--- src/rtl/eth_pkg.sv ---
// Shared constants and types for the Ethernet receive payload path.
// Latency: n/a (declarations only).
// Backpressure: n/a (declarations only).
package eth_pkg;

    // Ethernet II header: 6 B dest MAC, 6 B src MAC, 2 B EtherType.
    localparam int ETH_HDR_LEN     = 14;
    localparam int ETH_TYPE_OFFSET = 12;

    // Header byte indices as 4-bit counter values.
    localparam logic [3:0] HDR_TYPE_HI_IDX = 4'(ETH_TYPE_OFFSET);
    localparam logic [3:0] HDR_LAST_IDX    = 4'(ETH_HDR_LEN - 1);

    // EtherType accepted when filtering is on.
    localparam logic [15:0] ETH_TYPE_DEFAULT = 16'h88B5;

    // Frame parser states.
    typedef enum logic [1:0] {
        HDR     = 2'd0,
        PAYLOAD = 2'd1,
        DROP    = 2'd2
    } rx_state_t;

    // Byte enables for a word whose highest filled lane is 'lane'.
    // Lanes always fill contiguously from lane 0.
    function automatic logic [3:0] keep_mask(input logic [1:0] lane);
        logic [3:0] mask;
        case (lane)
            2'd0:    mask = 4'b0001;
            2'd1:    mask = 4'b0011;
            2'd2:    mask = 4'b0111;
            default: mask = 4'b1111;
        endcase
        return mask;
    endfunction

endpackage

--- src/rtl/byte_to_word_packer.sv ---
// Packs an accepted byte stream into 32-bit words, first byte in lane 0.
// Latency: 1 cycle from the completing byte (lane 3 or flush) to m_valid.
// Backpressure: single output register; in_rdy = !m_valid || m_ready.
module byte_to_word_packer
    import eth_pkg::*;
(
    input  logic        clk,
    input  logic        rst_n,
    input  logic        in_vld,
    input  logic [7:0]  in_dat,
    input  logic        in_last,
    output logic        in_rdy,
    output logic        m_valid,
    output logic [31:0] m_data,
    output logic [3:0]  m_keep,
    output logic        m_last,
    input  logic        m_ready
);

    logic [1:0]  lane_q;
    logic [31:0] acc_q;
    logic [31:0] word_d;
    logic        flush;

    // The accumulator only advances on bytes the caller already gated with
    // in_rdy, so a word is never produced while the register is still full.
    assign in_rdy = !m_valid || m_ready;
    assign flush  = in_vld && ((lane_q == 2'd3) || in_last);

    // Merge the incoming byte into its lane; unfilled lanes stay zero.
    always_comb begin
        word_d = acc_q;
        word_d[{lane_q, 3'b000} +: 8] = in_dat;
    end

    // Lane accumulator: cleared whenever a word is handed to the output register.
    always_ff @(posedge clk or negedge rst_n) begin
        if (!rst_n) begin
            lane_q <= 2'd0;
            acc_q  <= 32'd0;
        end else if (in_vld) begin
            if (flush) begin
                lane_q <= 2'd0;
                acc_q  <= 32'd0;
            end else begin
                lane_q <= lane_q + 2'd1;
                acc_q  <= word_d;
            end
        end
    end

    // Output register: loads on flush, holds until the downstream accepts.
    always_ff @(posedge clk or negedge rst_n) begin
        if (!rst_n) begin
            m_valid <= 1'b0;
            m_data  <= 32'd0;
            m_keep  <= 4'd0;
            m_last  <= 1'b0;
        end else if (flush) begin
            m_valid <= 1'b1;
            m_data  <= word_d;
            m_keep  <= keep_mask(lane_q);
            m_last  <= in_last;
        end else if (m_ready) begin
            m_valid <= 1'b0;
        end
    end

endmodule

--- src/rtl/eth_rx_payload_packer.sv ---
// Strips the Ethernet header, filters on EtherType, packs payload into 32-bit words.
// Latency: 1 cycle from the completing payload byte to o_m_valid; status pulses align with it.
// Backpressure: o_s_ready always 1 in HDR/DROP; in PAYLOAD follows the output register.
module eth_rx_payload_packer
    import eth_pkg::*;
#(
    parameter logic [15:0] ETHERTYPE   = ETH_TYPE_DEFAULT,
    parameter bit          FILTER_EN   = 1'b1,
    parameter int          MAX_PAYLOAD = 1500
) (
    input  logic        i_clk,
    input  logic        rst_n,
    input  logic        i_s_valid,
    input  logic [7:0]  i_s_data,
    input  logic        i_s_last,
    output logic        o_s_ready,
    output logic        o_m_valid,
    output logic [31:0] o_m_data,
    output logic [3:0]  o_m_keep,
    output logic        o_m_last,
    input  logic        i_m_ready,
    output logic        o_frame_done,
    output logic [10:0] o_frame_len,
    output logic        o_frame_drop,
    output logic        o_err_runt,
    output logic        o_err_oversize
);

    localparam logic [10:0] MAX_LEN = 11'(MAX_PAYLOAD);

    rx_state_t   state_q, state_d;
    logic [3:0]  hdr_cnt_q, hdr_cnt_d;
    logic [7:0]  type_hi_q, type_hi_d;
    logic [10:0] pay_cnt_q, pay_cnt_d;
    logic [10:0] len_d;
    logic        trunc_q, trunc_d;
    logic        done_d, drop_d, runt_d, over_d;

    logic        accept;
    logic        pk_vld, pk_last, pk_rdy;
    logic [15:0] rx_type;
    logic        type_ok;
    logic [10:0] pay_next;

    assign o_s_ready = (state_q != PAYLOAD) || pk_rdy;
    assign accept    = i_s_valid && o_s_ready;
    assign rx_type   = {type_hi_q, i_s_data};
    assign type_ok   = !FILTER_EN || (rx_type == ETHERTYPE);
    assign pay_next  = pay_cnt_q + 11'd1;

    // Next-state, counters and status pulses for the header/payload/drop parser.
    always_comb begin
        state_d   = state_q;
        hdr_cnt_d = hdr_cnt_q;
        type_hi_d = type_hi_q;
        pay_cnt_d = pay_cnt_q;
        len_d     = o_frame_len;
        trunc_d   = trunc_q;
        done_d    = 1'b0;
        drop_d    = 1'b0;
        runt_d    = 1'b0;
        over_d    = 1'b0;
        pk_vld    = 1'b0;
        pk_last   = 1'b0;

        case (state_q)
            HDR: begin
                if (accept) begin
                    if (hdr_cnt_q == HDR_TYPE_HI_IDX) begin
                        type_hi_d = i_s_data;
                    end
                    if (i_s_last) begin
                        // Frame ends in the header: either a runt or a header-only frame.
                        hdr_cnt_d = 4'd0;
                        if (hdr_cnt_q == HDR_LAST_IDX) begin
                            if (type_ok) begin
                                done_d = 1'b1;
                                len_d  = 11'd0;
                            end else begin
                                drop_d = 1'b1;
                            end
                        end else begin
                            runt_d = 1'b1;
                        end
                    end else if (hdr_cnt_q == HDR_LAST_IDX) begin
                        hdr_cnt_d = 4'd0;
                        pay_cnt_d = 11'd0;
                        trunc_d   = 1'b0;
                        state_d   = type_ok ? PAYLOAD : DROP;
                    end else begin
                        hdr_cnt_d = hdr_cnt_q + 4'd1;
                    end
                end
            end

            PAYLOAD: begin
                if (accept) begin
                    pk_vld    = 1'b1;
                    pay_cnt_d = pay_next;
                    if (i_s_last) begin
                        pk_last = 1'b1;
                        done_d  = 1'b1;
                        len_d   = pay_next;
                        state_d = HDR;
                    end else if (pay_next == MAX_LEN) begin
                        // Truncate: close the frame downstream, swallow the rest silently.
                        pk_last = 1'b1;
                        done_d  = 1'b1;
                        over_d  = 1'b1;
                        len_d   = MAX_LEN;
                        trunc_d = 1'b1;
                        state_d = DROP;
                    end
                end
            end

            DROP: begin
                if (accept && i_s_last) begin
                    drop_d  = !trunc_q;
                    trunc_d = 1'b0;
                    state_d = HDR;
                end
            end

            default: begin
                state_d   = HDR;
                hdr_cnt_d = 4'd0;
            end
        endcase
    end

    // State register.
    always_ff @(posedge i_clk or negedge rst_n) begin
        if (!rst_n) begin
            state_q <= HDR;
        end else begin
            state_q <= state_d;
        end
    end

    // Counters, captured EtherType byte and registered status outputs.
    always_ff @(posedge i_clk or negedge rst_n) begin
        if (!rst_n) begin
            hdr_cnt_q      <= 4'd0;
            type_hi_q      <= 8'd0;
            pay_cnt_q      <= 11'd0;
            trunc_q        <= 1'b0;
            o_frame_len    <= 11'd0;
            o_frame_done   <= 1'b0;
            o_frame_drop   <= 1'b0;
            o_err_runt     <= 1'b0;
            o_err_oversize <= 1'b0;
        end else begin
            hdr_cnt_q      <= hdr_cnt_d;
            type_hi_q      <= type_hi_d;
            pay_cnt_q      <= pay_cnt_d;
            trunc_q        <= trunc_d;
            o_frame_len    <= len_d;
            o_frame_done   <= done_d;
            o_frame_drop   <= drop_d;
            o_err_runt     <= runt_d;
            o_err_oversize <= over_d;
        end
    end

    byte_to_word_packer u_packer (
        .clk     (i_clk),
        .rst_n   (rst_n),
        .in_vld  (pk_vld),
        .in_dat  (i_s_data),
        .in_last (pk_last),
        .in_rdy  (pk_rdy),
        .m_valid (o_m_valid),
        .m_data  (o_m_data),
        .m_keep  (o_m_keep),
        .m_last  (o_m_last),
        .m_ready (i_m_ready)
    );

endmodule

--- config.mk ---
export PLATFORM = sky130hd
export DESIGN_NAME = eth_rx_payload_packer
export DESIGN_NICKNAME = d
export VERILOG_FILES = /design/src/rtl/eth_pkg.sv /design/src/rtl/byte_to_word_packer.sv /design/src/rtl/eth_rx_payload_packer.sv
export SDC_FILE = /design/constraint.sdc
export NUM_CORES = 1
export LEC_CHECK = 0
export BUFFER_PORTS_ARGS = -buffer_cell sky130_fd_sc_hd__buf_4
export CORE_ASPECT_RATIO = 1.1
export CORE_MARGIN = 1.5
export CORE_UTILIZATION = 53
export CTS_CLUSTER_DIAMETER = 60
export DETAILED_ROUTE_END_ITERATION = 6
export PLACE_DENSITY = 0.76
export SLEW_MARGIN = 20
export SYNTH_ARGS = -nofsm -noshare
export SYNTH_HDL_FRONTEND = slang
export SYNTH_SLANG_ARGS = --single-unit
--- constraint.sdc ---
create_clock -name i_clk -period 2.05 [get_ports i_clk]
set_input_delay 0.205 -clock i_clk [delete_from_list [all_inputs] [get_ports i_clk]]
set_output_delay 0.205 -clock i_clk [all_outputs]
set_load 0.05 [all_outputs]
* Word level (Yosys, flattened, before mapping) *
Index checks and enable logic that the tools add are counted.

word-level totals
  output and inout bits = 54
  register bits after elaboration = 113
  input port bits = 13
  word-level logic and storage cells = 127

cells by class
  shift-type cells = 2
  reduce and logical (&&, ||, !) cells = 20
  add/sub/neg operators = 4
  multiplexer cells = 64
  bitwise logic cells = 1
  eq/ne operators = 20

operator list
  kind                                                   count
  two-way mux 11 bit                                     11
  case mux 11 bit (2 select lines)                       2
  bitwise mux 32 bit                                     1
  two-way mux 32 bit                                     1
  variable shift 8 x 7 -> 32 bit (first input constant)  1
  indexed part select 8 x 7 -> 32 bit                    1
  two-way mux 1 bit                                      31
  two-way mux 2 bit                                      9
  inequality test 2 bit (second input constant)          9
  == test 16 bit (second input constant)                 1
  two-way mux 4 bit                                      3
  case mux 4 bit (3 select lines)                        1
  adder 11 x 1 -> 11 bit (second input constant)         1
  == test 11 bit (second input constant)                 1
  == test 4 bit (second input constant)                  2
  case mux 4 bit (2 select lines)                        1
  AND reduction 8 bit                                    1
  negator 5 -> 7 bit                                     1
  AND reduction 7 bit                                    1
  == test 2 bit (second input constant)                  3
  case mux 2 bit (3 select lines)                        1
  AND reduction 6 bit                                    1
  AND reduction 5 bit                                    1
  adder 4 x 1 -> 4 bit (second input constant)           1
  16 further kinds                                       25

* Longest topological paths before layout *
Gate-level depths: netlist of the first run.

  depth after elaboration = 9
  gate-level depth with buffers = 9
  mapped depth without buffers = 7

* Hierarchy *
Synthesis of the first run repeated with hierarchy kept, for this count alone.

unflattened totals
  cell total of the unflattened synthesis = 539
  area, all modules = 5,544.1 µm²

by module, submodules not included
  module                 times used  cells an instance  sequential area each (µm²)  area an instance (µm²)
  byte_to_word_packer    1           281                1,801.7                     3,099.2
  eth_rx_payload_packer  1           258                1,026.0                     2,444.8

* Worst setup path before layout of the first run *
OpenSTA, ideal clock, no wires.

  path kind = reg-to-reg
  start = reg state_q[0]
  end = reg u_packer.m_data[12]
  slack = -434 ps
  arrival time = 2,402 ps
  clock period less this slack = 2,484 ps
  library setup time = 82 ps
  buffers on the path = 2
  required time = 1,968 ps
  cell stages (with the launch flop) = 9
  cell sequence = dfrtp_1 ha_1 clkbuf_8 nand3b_1 nand3_1 nor2_1 dlygate4sd1_1 nor2_1 a22oi_2

between the ends
  cells in the longest elaborated chain, start to end = 7
  elaborated cells on any way between the ends = 10
  classes of those cells = eq/ne: 2; mux: 4; reduce/logical: 4

RTL lines
  what                              line                          RTL
  start, declared                   eth_rx_payload_packer.sv:31   rx_state_t state_q, state_d;
  start signal, assigned            eth_rx_payload_packer.sv:137  state_q <= state_d;
  inequality test 2 x 1 -> 1 bit *  eth_rx_payload_packer.sv:45   assign o_s_ready = (state_q != PAYLOAD) || pk_rdy;
  logical OR 1 bit *                eth_rx_payload_packer.sv:45
  via o_s_ready                     eth_rx_payload_packer.sv:16   output logic o_s_ready,
  logical AND 1 bit *               eth_rx_payload_packer.sv:46   assign accept = i_s_valid && o_s_ready;
  two-way mux 1 bit                 eth_rx_payload_packer.sv:97   if (accept) begin
  two-way mux 1 bit                 eth_rx_payload_packer.sv:66   case (state_q)
  logical OR 1 bit                  byte_to_word_packer.sv:28     assign flush = in_vld && ((lane_q == 2'd3) || in_last);
  logical AND 1 bit *               byte_to_word_packer.sv:28
  end signal, assigned              byte_to_word_packer.sv:61     m_data <= word_d;
  end, declared                     byte_to_word_packer.sv:14     output logic [31:0] m_data,

The timed path passes the listed nets; every way through them passes the cells marked *.
A chain may end at the register's enable or synchronous reset.

* Worst setup path after layout of the first run *
  start = reg pay_cnt_q[1]
  end = reg u_packer.acc_q[7]

between the ends
  cells in the longest elaborated chain, start to end = 9

RTL lines
  what                    line                          RTL
  start, declared         eth_rx_payload_packer.sv:34   logic [10:0] pay_cnt_q, pay_cnt_d;
  start signal, assigned  eth_rx_payload_packer.sv:156  pay_cnt_q <= pay_cnt_d;
  adder 11 x 1 -> 11 bit  eth_rx_payload_packer.sv:49   assign pay_next = pay_cnt_q + 11'd1;
  == test 11 bit          eth_rx_payload_packer.sv:105  end else if (pay_next == MAX_LEN) begin
  two-way mux 1 bit       eth_rx_payload_packer.sv:105
  two-way mux 1 bit       eth_rx_payload_packer.sv:100  if (i_s_last) begin
  two-way mux 1 bit       eth_rx_payload_packer.sv:97
  two-way mux 1 bit       eth_rx_payload_packer.sv:66
  logical OR 1 bit        byte_to_word_packer.sv:28
  logical AND 1 bit       byte_to_word_packer.sv:28
  two-way mux 32 bit      byte_to_word_packer.sv:42     if (flush) begin
  end signal, assigned    byte_to_word_packer.sv:47     acc_q <= word_d;
  end, declared           byte_to_word_packer.sv:21     logic [31:0] acc_q;

No other way between the ends.

==> results of run 1 <==
==> how the worst max path moves through the flow <==
stage / start / endpoint / slack [ps] / depth (start not counted)
after floorplan: state_q[0]$_DFFE_PN0P_ / u_packer.m_data[25]$_DFFE_PN0P_ / -240 / 8
after global placement: pay_cnt_q[3]$_DFFE_PN0P_ / u_packer.acc_q[5]$_DFFE_PN0P_ / 6 / 6
after detailed placement: pay_cnt_q[0]$_DFFE_PN0P_ / u_packer.acc_q[4]$_DFFE_PN0P_ / -40 / 7
after CTS: pay_cnt_q[0]$_DFFE_PN0P_ / u_packer.m_data[18]$_DFFE_PN0P_ / 6 / 7
after global routing: pay_cnt_q[1]$_DFFE_PN0P_ / u_packer.m_keep[1]$_DFFE_PN0P_ / -110 / 9
final: pay_cnt_q[1]$_DFFE_PN0P_ / u_packer.acc_q[7]$_DFFE_PN0P_ / -50 / 8
==> routing by layer <==
| metal | vias to the layer above | global-route usage [%] |
|---|---|---|
| met4 | 0 | 10.0 |
| li1 | 2188 | - |
| met3 | 22 | 4.80 |
| met2 | 155 | 44.0 |
| met5 | - | 0 |
| met1 | 2341 | 31.0 |
==> sequential cells by signal, summed over array words and instances (netlist names) <==
register	flops
type_hi_q	8
state_q	2
o_frame_len	11
u_packer.m_valid	1
pay_cnt_q	11
o_frame_done	1
hdr_cnt_q	4
o_frame_drop	1
o_err_runt	1
u_packer.m_data	32
u_packer.lane_q	2
u_packer.m_last	1
o_err_oversize	1
u_packer.acc_q	32
trunc_q	1
u_packer.m_keep	4
==> cells by family (layout without fill, tap and decap cells) <==
kind of cell	Yosys count	in the layout	share of synthesized area [%]
mux	12	12	2.24
fa+ha+maj	15	15	3.17
xor+xnor	5	5	0.739
buf+inv	50	175	5.61
simple gates	187	187	17.8
compound gates	154	155	22.7
flops	113	113	47.7
==> critical path: stages, from the launching register on <==
cell	delay, ps
dfrtp_2	450
ha_4	200
nand3_4	80
nor4_4	60
buf_4	150
o41ai_4	380
buf_4	270
and3_4	270
a32o_1	190
==> stage by stage <==
stage / hold WS, ps / power (W)
floorplan: -90.6 / 0.00267
global placement: 215 / 0.00285
detailed placement: 215 / 0.00286
CTS: 121 / 0.00605
global route: 140 / 0.00622
finish: 134 / 0.00603
==> power by group through the flow <==
| stage | registers (W) | clock network, W | logic, W |
|---|---|---|---|
| finish | 0.00231 | 0.00320 | 0.000520 |
| global route | 0.00231 | 0.00332 | 0.000577 |
| CTS | 0.00231 | 0.00322 | 0.000517 |
| detailed placement | 0.00235 | 0 | 0.000510 |
| global placement | 0.00235 | 0 | 0.000501 |
| floorplan | 0.00240 | 0 | 0.000271 |
==> layout by cell type, fill, tap and decap left out, types with 6 or more instances in the layout <==
cell / netlist / final
nor2_1: 47 / 45
nand2_1: 33 / 33
clkinv_2: 0 / 6
clkbuf_16: 0 / 19
and2b_2: 7 / 7
dfrtp_1: 113 / 110
o21ai_0: 21 / 20
a22oi_2: 30 / 30
ha_1: 15 / 13
nor3_1: 8 / 7
buf_12: 3 / 6
a21oi_1: 40 / 38
mux2_2: 10 / 9
inv_1: 12 / 11
a32o_1: 26 / 26
nand3_1: 14 / 11
nor2b_1: 35 / 35
buf_4: 10 / 118
==> layout make-up <==
cell class / count / area (um^2) / share of cell area, %
inverters: 13 / 48.8 / 0.632
clock inverters: 12 / 188 / 2.43
clock buffers: 19 / 453 / 5.87
flip-flops and latches: 113 / 2830 / 36.7
well taps: 147 / 184 / 2.38
multi-input cells: 374 / 2910 / 37.6
repair buffers: 131 / 1110 / 14.4
==> repair_timing <==
item,CTS,global route
setup endpoints to repair,30,72
buffers inserted,0,12
resized for setup,5,21
cloned,0,4
hold buffers,1,0
pin swaps,0,8
hold endpoints to repair,36,0
==> metrics.md, run 1 <==
| Metric | Value |
|---|---|
| Run status | `complete, but fails checks` |
| Failing checks | `setup timing` |
| Remaining antenna violation count after routing | `0` |
| Length of the first detailed-routing pass in iterations | `5` |
| Hold Fails Final Rpt | `0` |
| Via count | `about 4,700` |
| Total cell area at the placement stage | `around 0.0068 mm^2` |
| Clock buffer count from CTS | `17` |
| Pin count of the biggest net entering global routing | `50` |
| Amount of wire on met2 after detailed routing | `between 7000 and 8000 um` |
| Fmax achieved | `between 400 and 500 MHz` |
| Io pins | `67` |
| Worst setup SP type | `register` |
| Placeable core area | `approximately 0.011 mm^2` |
| Die boundary height | `between 100 and 150 um` |
| Amount of wire on met3 after detailed routing | `approximately 740 um` |
| Area Overhead vs Synth | `30.3%` |
| Clock transition at the registers of the reported paths | `about 50 ps` |
| Overflow left after global routing | `0` |
| Sw Pwr | `~0.0014 W` |
| Clock tree from TritonCTS | `done` |
| Reported max-cap violation count | `0` |
| Crit Reg-Reg Startpoint | `pay_cnt_q[1]$_DFFE_PN0P_` |
| Routed WL | `15,200 um` |
| Critical path required time | `~2400 ps` |
| Starting Density | `a little over half` |
| Summed area of non-filler cells in the final layout | `0.00772 mm^2` |
| Transition time at the pin with the least slew margin | `approximately 540 ps` |
| Flip-flop and latch count after synthesis | `113` |
| Later-pin clock latency in the skew report | `between 400 and 500 ps` |
| Kind of path behind the tightest hold check | `input port to register` |
| Switching fraction of total power | `a little under a quarter` |
| Net Count, Synth | `around 560` |
| Setup repair after global routing missed its margin | `true` |
| Category of the most critical setup path | `register to register` |
| DR DRC count | `0` |
| Hold-critical path endpoint | `type_hi_q[0]$_DFFE_PN0P_` |
| End of the worst register-to-register path | `u_packer.acc_q[7]$_DFFE_PN0P_` |
| Post-DR wirelength/cell | `approximately 19 um` |
| Post-route clock skew | `around 7.6 ps` |
| Most common cell in the netlist | `dfrtp_1` |
| Reported leakage power | `3.66 nW` |
| Least setup slack across all paths after layout | `-49.1 ps` |
| Cell taking the most area after synthesis | `dfrtp_1` |
| Headroom to the max-slew limit | `a little under two thirds` |
| Main synth FF type | `dfrtp_1` |
| Std cell rows | `40` |
| Initial antenna violation count | `0` |
| Overall Global Routing Usage | `between 20% and 30%` |
| Setup slack of the worst register-to-register path | `-50 ps` |
| Detailed placement HPWL | `9640 um` |
| Proportion of netlist area held by the largest area contributor | `a little under half` |
| Cell count after synthesis | `536` |
| Depth of the worst register-to-register path | `8` |
| Die area | `around 0.012 mm^2` |
| Vias in the first global route | `about 4,800` |
| Sequential share of the synthesized area | `a little under half` |
| Non-filler instance count after layout | `approximately 810` |
| Area of the mapped netlist | `between 0.005 and 0.006 mm^2` |
| Synthesis warning total | `0` |
| Fraction of power consumed by the clock network | `53.1%` |
| Final critical path time including I/O delays and setup | `around 2100 ps` |
| Clock buffer depth | `2` |
| Placer Congestion | `roughly 0.9` |
| Share of the clock period used by the worst path after layout | `102%` |
| VDD IR max | `between 0.4 and 0.5 mV` |
| Endpoint type of the worst setup path | `register` |
| Post-Syn Area per Cell | `11.1 um^2` |
| Post-Place Worst Slack | `-36.4 ps` |
| Largest fanout on the critical path | `8` |
| Root buf cell | `clkbuf_16` |
| Final design utilization | `between 70% and 80%` |
| Input/output buffers | `66` |
| Number of nets in the finished design | `about 680` |
| Unique masters post-synth | `63` |
| # H-tree levels | `4` |
| Internal power summed over all cells | `approximately 0.0046 W` |
| Arrival time of data at the critical path endpoint | `~2400 ps` |
| Cell area power density | `between 700 and 800 mW/mm^2` |
| Leading cell types by count after synthesis | `113 x dfrtp_1, 47 x nor2_1, 40 x a21oi_1, 35 x nor2b_1, 33 x nand2_1` |
| Share of cells above drive strength 1 | `approximately 37%` |
| Hold Path Depth | `2` |
| Final-layout fill cell count | `795` |
| Final setup violation count | `27` |
| Final Max Tran Viols | `0` |
| Iteration-0 DRC Markers | `177` |
| Summed negative setup slack over all endpoints | `-793 ps` |
| Wire length of the first global-routing pass | `approximately 23,000 um` |
| Proportion of register bits with asynchronous set or reset after synthesis | `100%` |
| Fraction of power consumed by sequential logic | `approximately two fifths` |
| Highest routing layer actually used | `met4` |
| Number of cells in the design after placement | `761` |
| Combinational fraction of design power | `under 10%` |
| Number of antenna diodes | `0` |
| Horizontal die dimension | `just over 100 um` |
| Clock Sinks | `roughly 110` |
| Met1 Wirelength | `6280 um` |
| Via density | `roughly 5.8` |
| Startpoint of the most critical hold path | `i_s_data[0]` |
| Top post-synthesis cells by area | `dfrtp_1 48%, a22oi_2 6.3%, a32o_1 4.4%` |
| Count of flip-flops with a built-in enable after synthesis | `0` |
Note: power is estimated with default switching activity, not from simulation.
==> run 2, diff against run 1 <==
- RECOVER_POWER: default -> 25
==> run 2 against run 1 <==
Net effect:
- the run still ends with setup timing left
- sequential cell count unchanged
- core utilization fell by 0.069 points
- fmax up 0.13%
- combinational power about the same
- non-clock buffer count unchanged
- hold slack improved by 5.0 ps
- critical endpoint unchanged
- critical path type unchanged
- wire length up 0.11%
- worst setup slack improved by 2.8 ps
- largest cell class unchanged
==> metrics.md, run 2 (same netlist as run 1, synthesis figures left out) <==
| Metric | Value |
|---|---|
| Crit-path most repeated cell | `buf_4` |
| End of the worst register-to-register path | `u_packer.acc_q[7]$_DFFE_PN0P_` |
| Internal power summed over all cells | `0.00465 W (about the same)` |
| Routed WL | `15,200 um (+0.11%)` |
| Io pins | `67 (unchanged)` |
| Transition time at the pin with the least slew margin | `1060 ps (+520 ps)` |
| Placeable core area | `0.0109 mm^2 (unchanged)` |
| Max incr delay on CP | `440 ps (about the same)` |
| Sw Pwr | `0.00139 W (+0.29%)` |
| Input/output buffers | `66 (unchanged)` |
| Initial antenna violation count | `0 (unchanged)` |
| Crit Reg-Reg Startpoint | `pay_cnt_q[1]$_DFFE_PN0P_` |
| Capturing element of the worst setup path | `u_packer.acc_q[7]$_DFFE_PN0P_` |
| Commonest cells after routing, fill and taps aside | `115 x buf_4, 110 x dfrtp_1, 45 x nor2_1` |
| Critical path required time | `2390 ps (about the same)` |
| Final critical path time including I/O delays and setup | `2100 ps (-2.79 ps)` |
| Failing checks | `setup timing` |
| Kind of path behind the tightest hold check | `input port to register` |
| Std cell rows | `40 (unchanged)` |
| Overall Global Routing Usage | `25.2% (unchanged)` |
| Cell area power density | `782 mW/mm^2 (+0.14%)` |
| Clock buffer count from CTS | `17 (unchanged)` |
| Clock transition at the registers of the reported paths | `50 ps (about the same)` |
| Largest fanout on the critical path | `8 (unchanged)` |
| Least setup slack across all paths after layout | `-46.4 ps (+2.79 ps)` |
| Amount of wire on met3 after detailed routing | `696 um (-5.9%)` |
| Critical path's top delay family | `compound AO/OA/AOI/OAI gates` |
| Iteration-0 DRC Markers | `187 (+5.6%)` |
| Clock Sinks | `113 (unchanged)` |
| Endpoint type of the worst setup path | `register` |
| Overflow left after global routing | `0 (unchanged)` |
| Worst setup SP type | `register` |
| Final Max Tran Viols | `0 (unchanged)` |
| Slowest stage cell, crit path | `dfrtp_2` |
| Via count | `4,680 (-0.55%)` |
| Depth of the worst register-to-register path | `8 (unchanged)` |
| Remaining antenna violation count after routing | `0 (unchanged)` |
| Highest routing layer actually used | `met4` |
| Horizontal die dimension | `104 um (unchanged)` |
| Wire length of the first global-routing pass | `23,500 um (unchanged)` |
| Power consumption | `0.00604 W (about the same)` |
| Fraction of power consumed by sequential logic | `38.3% (about the same)` |
| Via density | `5.78 (-0.55%)` |
| Clock buffer depth | `2 (unchanged)` |
| Critical path depth | `8 (unchanged)` |
| Headroom to the max-slew limit | `29.0% (-35 points)` |
| Length of the first detailed-routing pass in iterations | `5 (unchanged)` |
| Buffers and inverters on the worst path | `2 (unchanged)` |
| Die boundary height | `114 um (unchanged)` |
| Met1 Wirelength | `6340 um (+0.91%)` |
| Post-route clock skew | `7.70 ps (+0.0777 ps)` |
| Pin count of the biggest net entering global routing | `50 (unchanged)` |
| Later-pin clock latency in the skew report | `410 ps (about the same)` |
| Run status | `complete, but fails checks` |
| Setup repair after global routing missed its margin | `true` |
| Combinational fraction of design power | `8.6% (about the same)` |
| Amount of wire on met2 after detailed routing | `7850 um (-0.61%)` |
| Worst path cell trace | `ha_4 -> nand3_4 -> nor4_4 -> buf_4 -> o41ai_4 -> buf_4 -> and3_4 -> a32o_1` |
| Die area | `0.0118 mm^2 (unchanged)` |
| Reported leakage power | `3.66 nW (about the same)` |
| Placer Congestion | `0.888 (unchanged)` |
| # H-tree levels | `4 (unchanged)` |
| Arrival time of data at the critical path endpoint | `2440 ps (about the same)` |
| Starting Density | `54.3% (unchanged)` |
| Number of nets in the finished design | `678 (unchanged)` |
| Switching fraction of total power | `23.0% (+0.057 points)` |
| Root buf cell | `clkbuf_16` |
| Share of the clock period used by the worst path after layout | `102% (-0.14 points)` |
| Detailed placement HPWL | `9640 um (unchanged)` |
| Hold Fails Final Rpt | `0 (unchanged)` |
| Vias in the first global route | `4,753 (unchanged)` |
| Post-DR wirelength/cell | `18.8 um (+0.11%)` |
| Category of the most critical setup path | `register to register` |
| Number of antenna diodes | `0 (unchanged)` |
| Area Overhead vs Synth | `30.1% (about the same)` |
| Largest regs | `u_packer.acc_q x32, u_packer.m_data x32` |
| Most common cell after layout, fill and taps aside | `buf_4` |
| Fraction of power consumed by the clock network | `53.1% (about the same)` |
| Clock tree from TritonCTS | `done` |
| DR DRC count | `0 (unchanged)` |
| Share of cells above drive strength 1 | `37.2% (unchanged)` |
| Reported max-cap violation count | `0 (unchanged)` |
| Setup slack of the worst register-to-register path | `-50 ps (about the same)` |
| Final design utilization | `70.7% (about the same)` |
| VDD IR max | `0.464 mV (about the same)` |
| Final setup violation count | `27 (unchanged)` |
| Fmax achieved | `477 MHz (+0.13%)` |
| Beginning of the critical path | `pay_cnt_q[1]$_DFFE_PN0P_` |
[run 2: worst register-to-register path, cell delays in order, from the launching register on]
cell	delay, ps
dfrtp_2	440
ha_4	200
nand3_4	80
nor4_4	60
buf_4	150
o41ai_4	380
buf_4	270
and3_4	270
a32o_1	190
[run 2: cell type report]
| class | count | area (um^2) |
|---|---|---|
| Inverter | 13 | 48.8 |
| Clock inverter | 12 | 188 |
| Fill cell | 798 | 3200 |
| Multi-Input combinational cell | 374 | 2910 |
| Tap cell | 147 | 184 |
| Clock buffer | 19 | 453 |
| Timing Repair Buffer | 131 | 1100 |
| Sequential cell | 113 | 2830 |
[run 2: how the worst min path moves through the flow]
stage                      from                         endpoint  slack (ps)  cells after the start
floorplan                 rst_n         hdr_cnt_q[0]$_DFFE_PN0P_         -90                      0
global placement          rst_n  u_packer.m_data[19]$_DFFE_PN0P_         210                      1
detailed placement        rst_n  u_packer.m_data[19]$_DFFE_PN0P_         210                      1
CTS                 i_s_data[0]         type_hi_q[0]$_DFFE_PN0P_         120                      2
global route        i_s_data[0]         type_hi_q[0]$_DFFE_PN0P_         140                      2
finish              i_s_data[0]         type_hi_q[0]$_DFFE_PN0P_         140                      2
[run 2: power by group through the flow]
stage / combinational (W) / sequential, W / clock (W)
after floorplan: 0.000271 / 0.00240 / 0
after global placement: 0.000501 / 0.00235 / 0
after detailed placement: 0.000510 / 0.00235 / 0
after CTS: 0.000517 / 0.00231 / 0.00322
after global routing: 0.000575 / 0.00231 / 0.00332
final: 0.000519 / 0.00231 / 0.00320
[run 2: repair_timing]
item | in CTS | in global routing
pin swaps | 0 | 8
hold buffers | 1 | 0
endpoints found under the setup margin | 30 | 72
resized for setup | 5 | 21
buffers inserted | 0 | 12
hold endpoints to repair | 36 | 0
gates cloned | 0 | 4
[run 2: stage by stage]
stage                     instance area, um^2  hold WS (ps)  setup WS, ps  instances  setup TNS, ps
after floorplan                          5990         -90.6          -243        536          -9620
after global placement                   6810           215          5.77        761              0
after detailed placement                 6810           215         -36.4        761           -452
after CTS                                7470           121          6.46        793              0
after global routing                     7710           140          -114        809          -4500
final                                    7710           139         -46.4        809           -712
[run 2: metal layers]
metal	up-vias	GRT usage, %
li1	2186	-
met1	2327	31.0
met2	141	44.0
met3	26	4.80
met4	0	10.0
met5	-	0
